===== src/rtl/uart_param.sv =====
`timescale 1ns/1ps
// uart_param: parametrised full-duplex UART with internal baud timing.
// Define UART_RX_FIFO_EN to replace the RX holding register with a FIFO_DEPTH-entry FIFO.
module uart_param #(
  parameter int INPUT_CLOCK = 27000000,
  parameter int BAUD_RATE   = 115200,
  parameter int DATA_BITS   = 8,
  parameter int PARITY      = 0,
  parameter int STOP_BITS   = 1,
  parameter int OVERSAMPLE  = 16,
  parameter int FIFO_DEPTH  = 4
) (
  input  logic                 i_clk,
  input  logic                 i_rst,
  input  logic                 i_rx,
  output logic                 o_tx,
  input  logic [DATA_BITS-1:0] i_tx_data,
  input  logic                 i_tx_valid,
  output logic                 o_tx_ready,
  output logic [DATA_BITS-1:0] o_rx_data,
  output logic                 o_rx_valid,
  input  logic                 i_rx_ready,
  output logic                 o_rx_frame_err,
  output logic                 o_rx_parity_err,
  output logic                 o_rx_overrun
);

  // state    | meaning
  // S_IDLE   | line idle; TX accepts a word, RX hunts for a falling edge
  // S_START  | start bit (RX: waiting for the mid-start glitch check)
  // S_DATA   | payload bits, LSB first
  // S_PARITY | parity bit (never entered when PARITY = 0)
  // S_STOP   | stop bit(s); RX decides the frame at mid-stop
  typedef enum logic [2:0] {S_IDLE, S_START, S_DATA, S_PARITY, S_STOP} state_e;

  localparam int DIV_RAW   = (INPUT_CLOCK + BAUD_RATE * OVERSAMPLE / 2) / (BAUD_RATE * OVERSAMPLE);
  localparam int DIV       = (DIV_RAW < 1) ? 1 : DIV_RAW;
  localparam int BIT_CLKS  = DIV * OVERSAMPLE;
  localparam int HALF_CLKS = DIV * (OVERSAMPLE / 2);
  localparam int CW        = $clog2(BIT_CLKS + 1);
  localparam logic [CW-1:0] BIT_LAST  = CW'(BIT_CLKS - 1);
  localparam logic [CW-1:0] HALF_LAST = CW'(HALF_CLKS - 1);

  if (DATA_BITS < 5 || DATA_BITS > 9) begin : g_chk_bits
    $error("uart_param: DATA_BITS must be 5..9");
  end
  if (OVERSAMPLE < 4 || (OVERSAMPLE % 2) != 0) begin : g_chk_os
    $error("uart_param: OVERSAMPLE must be even and >= 4");
  end
  if (FIFO_DEPTH < 1) begin : g_chk_depth
    $error("uart_param: FIFO_DEPTH must be >= 1");
  end

  // Bit timing counts clocks directly: DIV clocks per tick, OVERSAMPLE ticks per bit.
  state_e                tx_state_q, tx_state_d;
  logic [CW-1:0]         tx_cnt_q, tx_cnt_d;
  logic [3:0]            tx_bit_q, tx_bit_d;
  logic [DATA_BITS-1:0]  tx_shift_q, tx_shift_d;
  logic                  tx_par_q, tx_par_d;
  logic                  tx_q, tx_d;

  always_ff @(posedge i_clk) begin
    if (i_rst) begin
      tx_state_q <= S_IDLE;
      tx_cnt_q   <= '0;
      tx_bit_q   <= '0;
      tx_shift_q <= '0;
      tx_par_q   <= 1'b0;
      tx_q       <= 1'b1;
    end else begin
      tx_state_q <= tx_state_d;
      tx_cnt_q   <= tx_cnt_d;
      tx_bit_q   <= tx_bit_d;
      tx_shift_q <= tx_shift_d;
      tx_par_q   <= tx_par_d;
      tx_q       <= tx_d;
    end
  end

  always_comb begin
    tx_state_d = tx_state_q;
    tx_cnt_d   = tx_cnt_q;
    tx_bit_d   = tx_bit_q;
    tx_shift_d = tx_shift_q;
    tx_par_d   = tx_par_q;
    tx_d       = tx_q;
    if (tx_state_q != S_IDLE) tx_cnt_d = (tx_cnt_q == '0) ? BIT_LAST : tx_cnt_q - CW'(1);
    case (tx_state_q)
      S_IDLE: begin
        tx_d = 1'b1;
        if (i_tx_valid) begin
          tx_shift_d = i_tx_data;
          tx_par_d   = (PARITY == 1) ? ~^i_tx_data : ^i_tx_data;
          tx_cnt_d   = BIT_LAST;
          tx_d       = 1'b0;
          tx_state_d = S_START;
        end
      end
      S_START: if (tx_cnt_q == '0) begin
        tx_d       = tx_shift_q[0];
        tx_shift_d = tx_shift_q >> 1;
        tx_bit_d   = '0;
        tx_state_d = S_DATA;
      end
      S_DATA: if (tx_cnt_q == '0) begin
        if (tx_bit_q == 4'(DATA_BITS - 1)) begin
          tx_bit_d   = '0;
          tx_d       = (PARITY != 0) ? tx_par_q : 1'b1;
          tx_state_d = (PARITY != 0) ? S_PARITY : S_STOP;
        end else begin
          tx_bit_d   = tx_bit_q + 4'd1;
          tx_d       = tx_shift_q[0];
          tx_shift_d = tx_shift_q >> 1;
        end
      end
      S_PARITY: if (tx_cnt_q == '0) begin
        tx_d       = 1'b1;
        tx_state_d = S_STOP;
      end
      S_STOP: if (tx_cnt_q == '0) begin
        tx_d = 1'b1;
        if (tx_bit_q == 4'(STOP_BITS - 1)) tx_state_d = S_IDLE;
        else tx_bit_d = tx_bit_q + 4'd1;
      end
      default: tx_state_d = S_IDLE;
    endcase
  end

  assign o_tx       = tx_q;
  assign o_tx_ready = (tx_state_q == S_IDLE);

  state_e                rx_state_q, rx_state_d;
  logic [CW-1:0]         rx_cnt_q, rx_cnt_d;
  logic [3:0]            rx_bit_q, rx_bit_d;
  logic [DATA_BITS-1:0]  rx_shift_q, rx_shift_d;
  logic                  rx_par_ok_q, rx_par_ok_d;
  logic                  rx_s1_q, rx_s2_q;
  logic                  frame_err_q, frame_err_d, parity_err_q, parity_err_d;
  logic                  overrun_q, overrun_d;
  logic                  push;

  always_ff @(posedge i_clk) begin
    if (i_rst) begin
      rx_state_q   <= S_IDLE;
      rx_cnt_q     <= '0;
      rx_bit_q     <= '0;
      rx_shift_q   <= '0;
      rx_par_ok_q  <= 1'b1;
      rx_s1_q      <= 1'b1;
      rx_s2_q      <= 1'b1;
      frame_err_q  <= 1'b0;
      parity_err_q <= 1'b0;
      overrun_q    <= 1'b0;
    end else begin
      rx_state_q   <= rx_state_d;
      rx_cnt_q     <= rx_cnt_d;
      rx_bit_q     <= rx_bit_d;
      rx_shift_q   <= rx_shift_d;
      rx_par_ok_q  <= rx_par_ok_d;
      rx_s1_q      <= i_rx;
      rx_s2_q      <= rx_s1_q;
      frame_err_q  <= frame_err_d;
      parity_err_q <= parity_err_d;
      overrun_q    <= overrun_d;
    end
  end

  always_comb begin
    rx_state_d   = rx_state_q;
    rx_cnt_d     = rx_cnt_q;
    rx_bit_d     = rx_bit_q;
    rx_shift_d   = rx_shift_q;
    rx_par_ok_d  = rx_par_ok_q;
    frame_err_d  = 1'b0;
    parity_err_d = 1'b0;
    push         = 1'b0;
    if (rx_state_q != S_IDLE) rx_cnt_d = (rx_cnt_q == '0) ? BIT_LAST : rx_cnt_q - CW'(1);
    case (rx_state_q)
      S_IDLE: if (!rx_s2_q) begin
        rx_cnt_d    = HALF_LAST;
        rx_par_ok_d = 1'b1;
        rx_state_d  = S_START;
      end
      S_START: if (rx_cnt_q == '0) begin
        rx_bit_d   = '0;
        rx_state_d = rx_s2_q ? S_IDLE : S_DATA;
      end
      S_DATA: if (rx_cnt_q == '0) begin
        rx_shift_d = {rx_s2_q, rx_shift_q[DATA_BITS-1:1]};
        rx_bit_d   = rx_bit_q + 4'd1;
        if (rx_bit_q == 4'(DATA_BITS - 1)) rx_state_d = (PARITY != 0) ? S_PARITY : S_STOP;
      end
      S_PARITY: if (rx_cnt_q == '0) begin
        rx_par_ok_d = (rx_s2_q == ((PARITY == 1) ? ~^rx_shift_q : ^rx_shift_q));
        rx_state_d  = S_STOP;
      end
      S_STOP: if (rx_cnt_q == '0) begin
        // Leave at mid-stop so a start edge inside the stop bit is still caught.
        rx_state_d = S_IDLE;
        if (!rx_s2_q) frame_err_d = 1'b1;
        else if (!rx_par_ok_q) parity_err_d = 1'b1;
        else push = 1'b1;
      end
      default: rx_state_d = S_IDLE;
    endcase
  end

`ifdef UART_RX_FIFO_EN
  localparam int AW = (FIFO_DEPTH > 1) ? $clog2(FIFO_DEPTH) : 1;
  logic [DATA_BITS-1:0] mem_q [FIFO_DEPTH];
  logic [AW-1:0]        wr_q, rd_q;
  logic [AW:0]          cnt_q;
  logic                 pop, full, do_push;

  assign pop       = (cnt_q != '0) && i_rx_ready;
  assign full      = (cnt_q == (AW+1)'(FIFO_DEPTH));
  assign do_push   = push && (!full || pop);
  assign overrun_d = push && full && !pop;

  always_ff @(posedge i_clk) begin
    if (i_rst) begin
      for (int i = 0; i < FIFO_DEPTH; i++) mem_q[i] <= '0;
      wr_q  <= '0;
      rd_q  <= '0;
      cnt_q <= '0;
    end else begin
      if (do_push) begin
        mem_q[wr_q] <= rx_shift_q;
        wr_q        <= (wr_q == AW'(FIFO_DEPTH - 1)) ? '0 : wr_q + AW'(1);
      end
      if (pop) rd_q <= (rd_q == AW'(FIFO_DEPTH - 1)) ? '0 : rd_q + AW'(1);
      if (do_push && !pop) cnt_q <= cnt_q + (AW+1)'(1);
      else if (!do_push && pop) cnt_q <= cnt_q - (AW+1)'(1);
    end
  end

  assign o_rx_valid = (cnt_q != '0);
  assign o_rx_data  = mem_q[rd_q];
`else
  logic [DATA_BITS-1:0] hold_q, hold_d;
  logic                 valid_q, valid_d;
  logic                 consume;

  assign consume = valid_q && i_rx_ready;

  always_comb begin
    hold_d    = hold_q;
    valid_d   = valid_q;
    overrun_d = 1'b0;
    if (consume) valid_d = 1'b0;
    if (push) begin
      if (!valid_q || consume) begin
        hold_d  = rx_shift_q;
        valid_d = 1'b1;
      end else begin
        overrun_d = 1'b1;
      end
    end
  end

  always_ff @(posedge i_clk) begin
    if (i_rst) begin
      hold_q  <= '0;
      valid_q <= 1'b0;
    end else begin
      hold_q  <= hold_d;
      valid_q <= valid_d;
    end
  end

  assign o_rx_valid = valid_q;
  assign o_rx_data  = hold_q;
`endif

  assign o_rx_frame_err  = frame_err_q;
  assign o_rx_parity_err = parity_err_q;
  assign o_rx_overrun    = overrun_q;

endmodule


===== config.mk =====
export PLATFORM = sky130hd
export DESIGN_NAME = uart_param
export DESIGN_NICKNAME = d
export VERILOG_FILES = /design/src/rtl/uart_param.sv
export SDC_FILE = /design/constraint.sdc
export NUM_CORES = 1
export LEC_CHECK = 0
export BUFFER_PORTS_ARGS = -buffer_cell sky130_fd_sc_hd__buf_4
export CELL_PAD_IN_SITES_DETAIL_PLACEMENT = 1
export CELL_PAD_IN_SITES_GLOBAL_PLACEMENT = 1
export CORE_ASPECT_RATIO = 1.25
export CORE_MARGIN = 2
export CORE_UTILIZATION = 48
export CTS_CLUSTER_SIZE = 40
export DETAILED_ROUTE_END_ITERATION = 6
export PLACE_DENSITY = 0.83
export SLEW_MARGIN = 20
export SYNTH_ARGS = -nofsm -noshare
export SYNTH_HDL_FRONTEND = slang
export SYNTH_SLANG_ARGS = --single-unit

===== constraint.sdc =====
create_clock -name i_clk -period 3.4 [get_ports i_clk]
set_input_delay 0.34 -clock i_clk [delete_from_list [all_inputs] [get_ports i_clk]]
set_output_delay 0.34 -clock i_clk [all_outputs]
set_load 0.01 [all_outputs]

==> run_results.csv <==
group,metric,value,unit
timing,final-max-slew-violation-count,0,
yosys,yosys.area.top_type,"dfxtp_1",
run,drv_cap,0,
floorplanning,initial_core_util,0.502,
clock_network,path_clk_slew,0.07,ns
yosys,syn_area_per_cell,8.98,um2
timing,post-route-min-period,2.37,ns
routing,vias,2404,
final_layout,seq_area,1240,um2
timing,relSlewSlack,0.528,
placement,gp_congestion,0.840,
final_layout,multi_input_area,1590,um2
clock_network,cts_tree,"built",
clock_network,ctsResizeCount,0,
routing,wirelength,6430,um
worst_setup_path,critPathSlowestCell,"or4_4",
floorplanning,core.rowCount,31,
power_and_ir_drop,leakage,1.39,nW
worst_setup_path,critPathRequiredTime,3.59,ns
routing,viasPerCell,5.54,
timing,fin_skew,0.00455,ns
routing,wl_per_cell,14.8,um
yosys,synth-edff-count,0,
yosys,yosys-top-cells-area,"dfxtp_1 (42%), mux2i_1 (8.5%), nor2_1 (6.0%), a21oi_1 (4.3%), xnor2_1 (3.9%)",
timing,holdWs,0.183,ns
placement,hpwl,4430,um
yosys,yosysMostFrequentCell,"dfxtp_1",
timing,worst_pin_slew,0.702,ns
worst_setup_path,crit_type,"flop to flop",
yosys,synth_cell_type_count,51,
placement,post_dp_cell_area,3160,um2
floorplanning,die_area,6770,um2
timing,max_freq,421,MHz
final_layout,stdcell_area,3380,um2
clock_network,clock-sinks,62,
global_route,antenna_found_initial,0,
power_and_ir_drop,power.density,580,nW/um2
final_layout,area.growth.synth_to_final,15.0,%
clock_network,clock_latency,0.34,ns
clock_network,postCtsSetupRepairBufs,0,
final_layout,nFillCells,687,
power_and_ir_drop,peakVddDrop,0.267,mV
global_route,grt_max_degree,63,
clock_network,clk_path_buf_depth,2,
final_layout,nets,367,
global_route,grt_pass1_vias,2446,
timing,period_share,0.698,
final_layout,n_antenna_cell,0,
routing,ant_nets,0,
floorplanning,ios,27,
placement,portBuffers,26,
clock_network,cts_buffers,9,
min_path,hold_class,"input pin to flop",
status,status,"complete, no violations",
floorplanning,coreArea,5860,um2
yosys,synth_seq_cells,62,
routing,drc,0,
routing,detail_route.first_pass.iterations,4,
worst_setup_path,cp_max_fo,9,
yosys,dominantRegCellSynth,"dfxtp_1",
timing,final-hold-violation-count,0,
floorplanning,chipWidth,74.0,um
timing,rsz0062_at_grt,"false",
worst_setup_path,start_kind,"flop",
global_route,track_usage,0.208,
placement,placedCellCount,418,
worst_setup_path,worstPathArrival,2.57,ns
clock_network,root_buffer,"clkbuf_8",
yosys,synth_fp_nets,347,
yosys,yosysSeqAreaShare,0.422,
yosys,synth_commonest_cells,"dfxtp_1 (62), nor2_1 (47), a21oi_1 (25), mux2i_1 (25)",
global_route,grt_pass1_wl,11100,um
yosys,synth_top_area_share,0.422,
yosys,syn_inst,327,
worst_setup_path,path_cells,"or4_4 -> nor3_2 -> nand4_2 -> mux2i_1 -> nor2_1",
timing,setup-tns-final,0,ns
worst_setup_path,endpoint_kind,"flop",
worst_setup_path,slowest_delay,0.59,ns
global_route,grt_overflow,0,
yosys,yosys_warnings,0,
yosys,synth.cell_area,2940,um2
final_layout,layout-drive-gt1-share,0.159,
yosys,synth_async_sr_flop_share,0,
final_layout,final_cells,434,
routing,drtIter0Drc,80,
clock_network,h-tree-depth,3,
clock_network,hold_buffers,0,
floorplanning,die_y,91.5,um
timing,finalSetupViolations,0,
-- flip-flops by register name, indices dropped and copies added, names as in the netlist --
| name | cells |
|---|---|
| o_rx_data | 8 |
| o_rx_frame_err | 1 |
| o_rx_overrun | 1 |
| o_rx_parity_err | 1 |
| o_rx_valid | 1 |
| o_tx | 1 |
| rx_bit_q | 4 |
| rx_cnt_q | 8 |
| rx_par_ok_q | 1 |
| rx_s1_q | 1 |
| rx_s2_q | 1 |
| rx_shift_q | 8 |
| rx_state_q | 3 |
| tx_bit_q | 4 |
| tx_cnt_q | 8 |
| tx_shift_q | 8 |
| tx_state_q | 3 |
-- power breakdown --
group / switching [W] / leakage [nW] / internal (W) / total, W
logic: 0.000225 / 0.772 / 0.000175 / 0.000400
clock network: 0.000278 / 0.110 / 0.000431 / 0.000709
registers: 0.0000596 / 0.506 / 0.000792 / 0.000852
-- through the flow --
step / total power, W / setup WS [ns] / util
floorplan: 0.00116 / 1.31 / -
global placement: 0.00125 / 1.14 / 0.540
detailed placement: 0.00127 / 1.03 / 0.540
CTS: 0.00198 / 1.01 / 0.577
global route: 0.00207 / 0.822 / 0.577
finish: 0.00196 / 1.03 / 0.577
-- cells by family after synthesis --
kind of cell | Yosys count | synth area share
muxes | 25 | 0.0852
xor gates and xnor gates | 20 | 0.0643
AOI/OAI and AO/OA | 58 | 0.120
and+or+nand+nor | 129 | 0.241
buffers and inverters | 26 | 0.0375
DFF | 62 | 0.422
adders and majority gates | 7 | 0.0298
-- placed cells by master (no fill, tap or decap), drive strengths merged, types with 6 or more instances in the layout --
master / instances
clkbuf: 12
inv: 7
xor2: 6
nand2: 12
nor2: 48
xnor2: 13
a211oi: 10
o21ai: 10
mux2i: 25
nor3: 12
a21oi: 25
ha: 7
buf: 27
or3: 7
nand2b: 9
dfxtp: 62
-- cell type report --
class	count	area share
tap	82	0.0304
clock buffer	12	0.0430
sequential	62	0.367
multi-input combinational	239	0.470
inverter	8	0.00889
clock inverter	4	0.0207
timing repair buffer	27	0.0600
-- worst max-delay path, delay by kind of cell (launching register included) --
| family | cells | cell delay (ns) |
|---|---|---|
| multiplexers | 1 | 0.26 |
| flip-flops | 1 | 0.36 |
| AND/OR/NAND/NOR | 4 | 1.61 |
-- worst paths after layout --
| kind | from | endpoint | slack [ns] | depth (start not counted) |
|---|---|---|---|---|
| setup / recovery | rx_cnt_q[3] | o_rx_data[3] | 1.03 | 5 |
| hold reg to reg | rx_s1_q | rx_s2_q | 0.41 | 1 |
| hold / removal | i_rx | rx_s1_q | 0.18 | 2 |
| setup reg to reg | rx_cnt_q[3] | o_rx_data[3] | 1.03 | 5 |
-- metal layers --
layer | track usage | wire length (um) | vias to the layer above
li1 | - | - | 1190
met1 | 0.238 | 2850 | 1160
met2 | 0.357 | 3220 | 38
met3 | 0.0400 | 163 | 16
met4 | 0.108 | 193 | 0
met5 | 0 | 0 | -
Power figures use the tool's default switching activity.
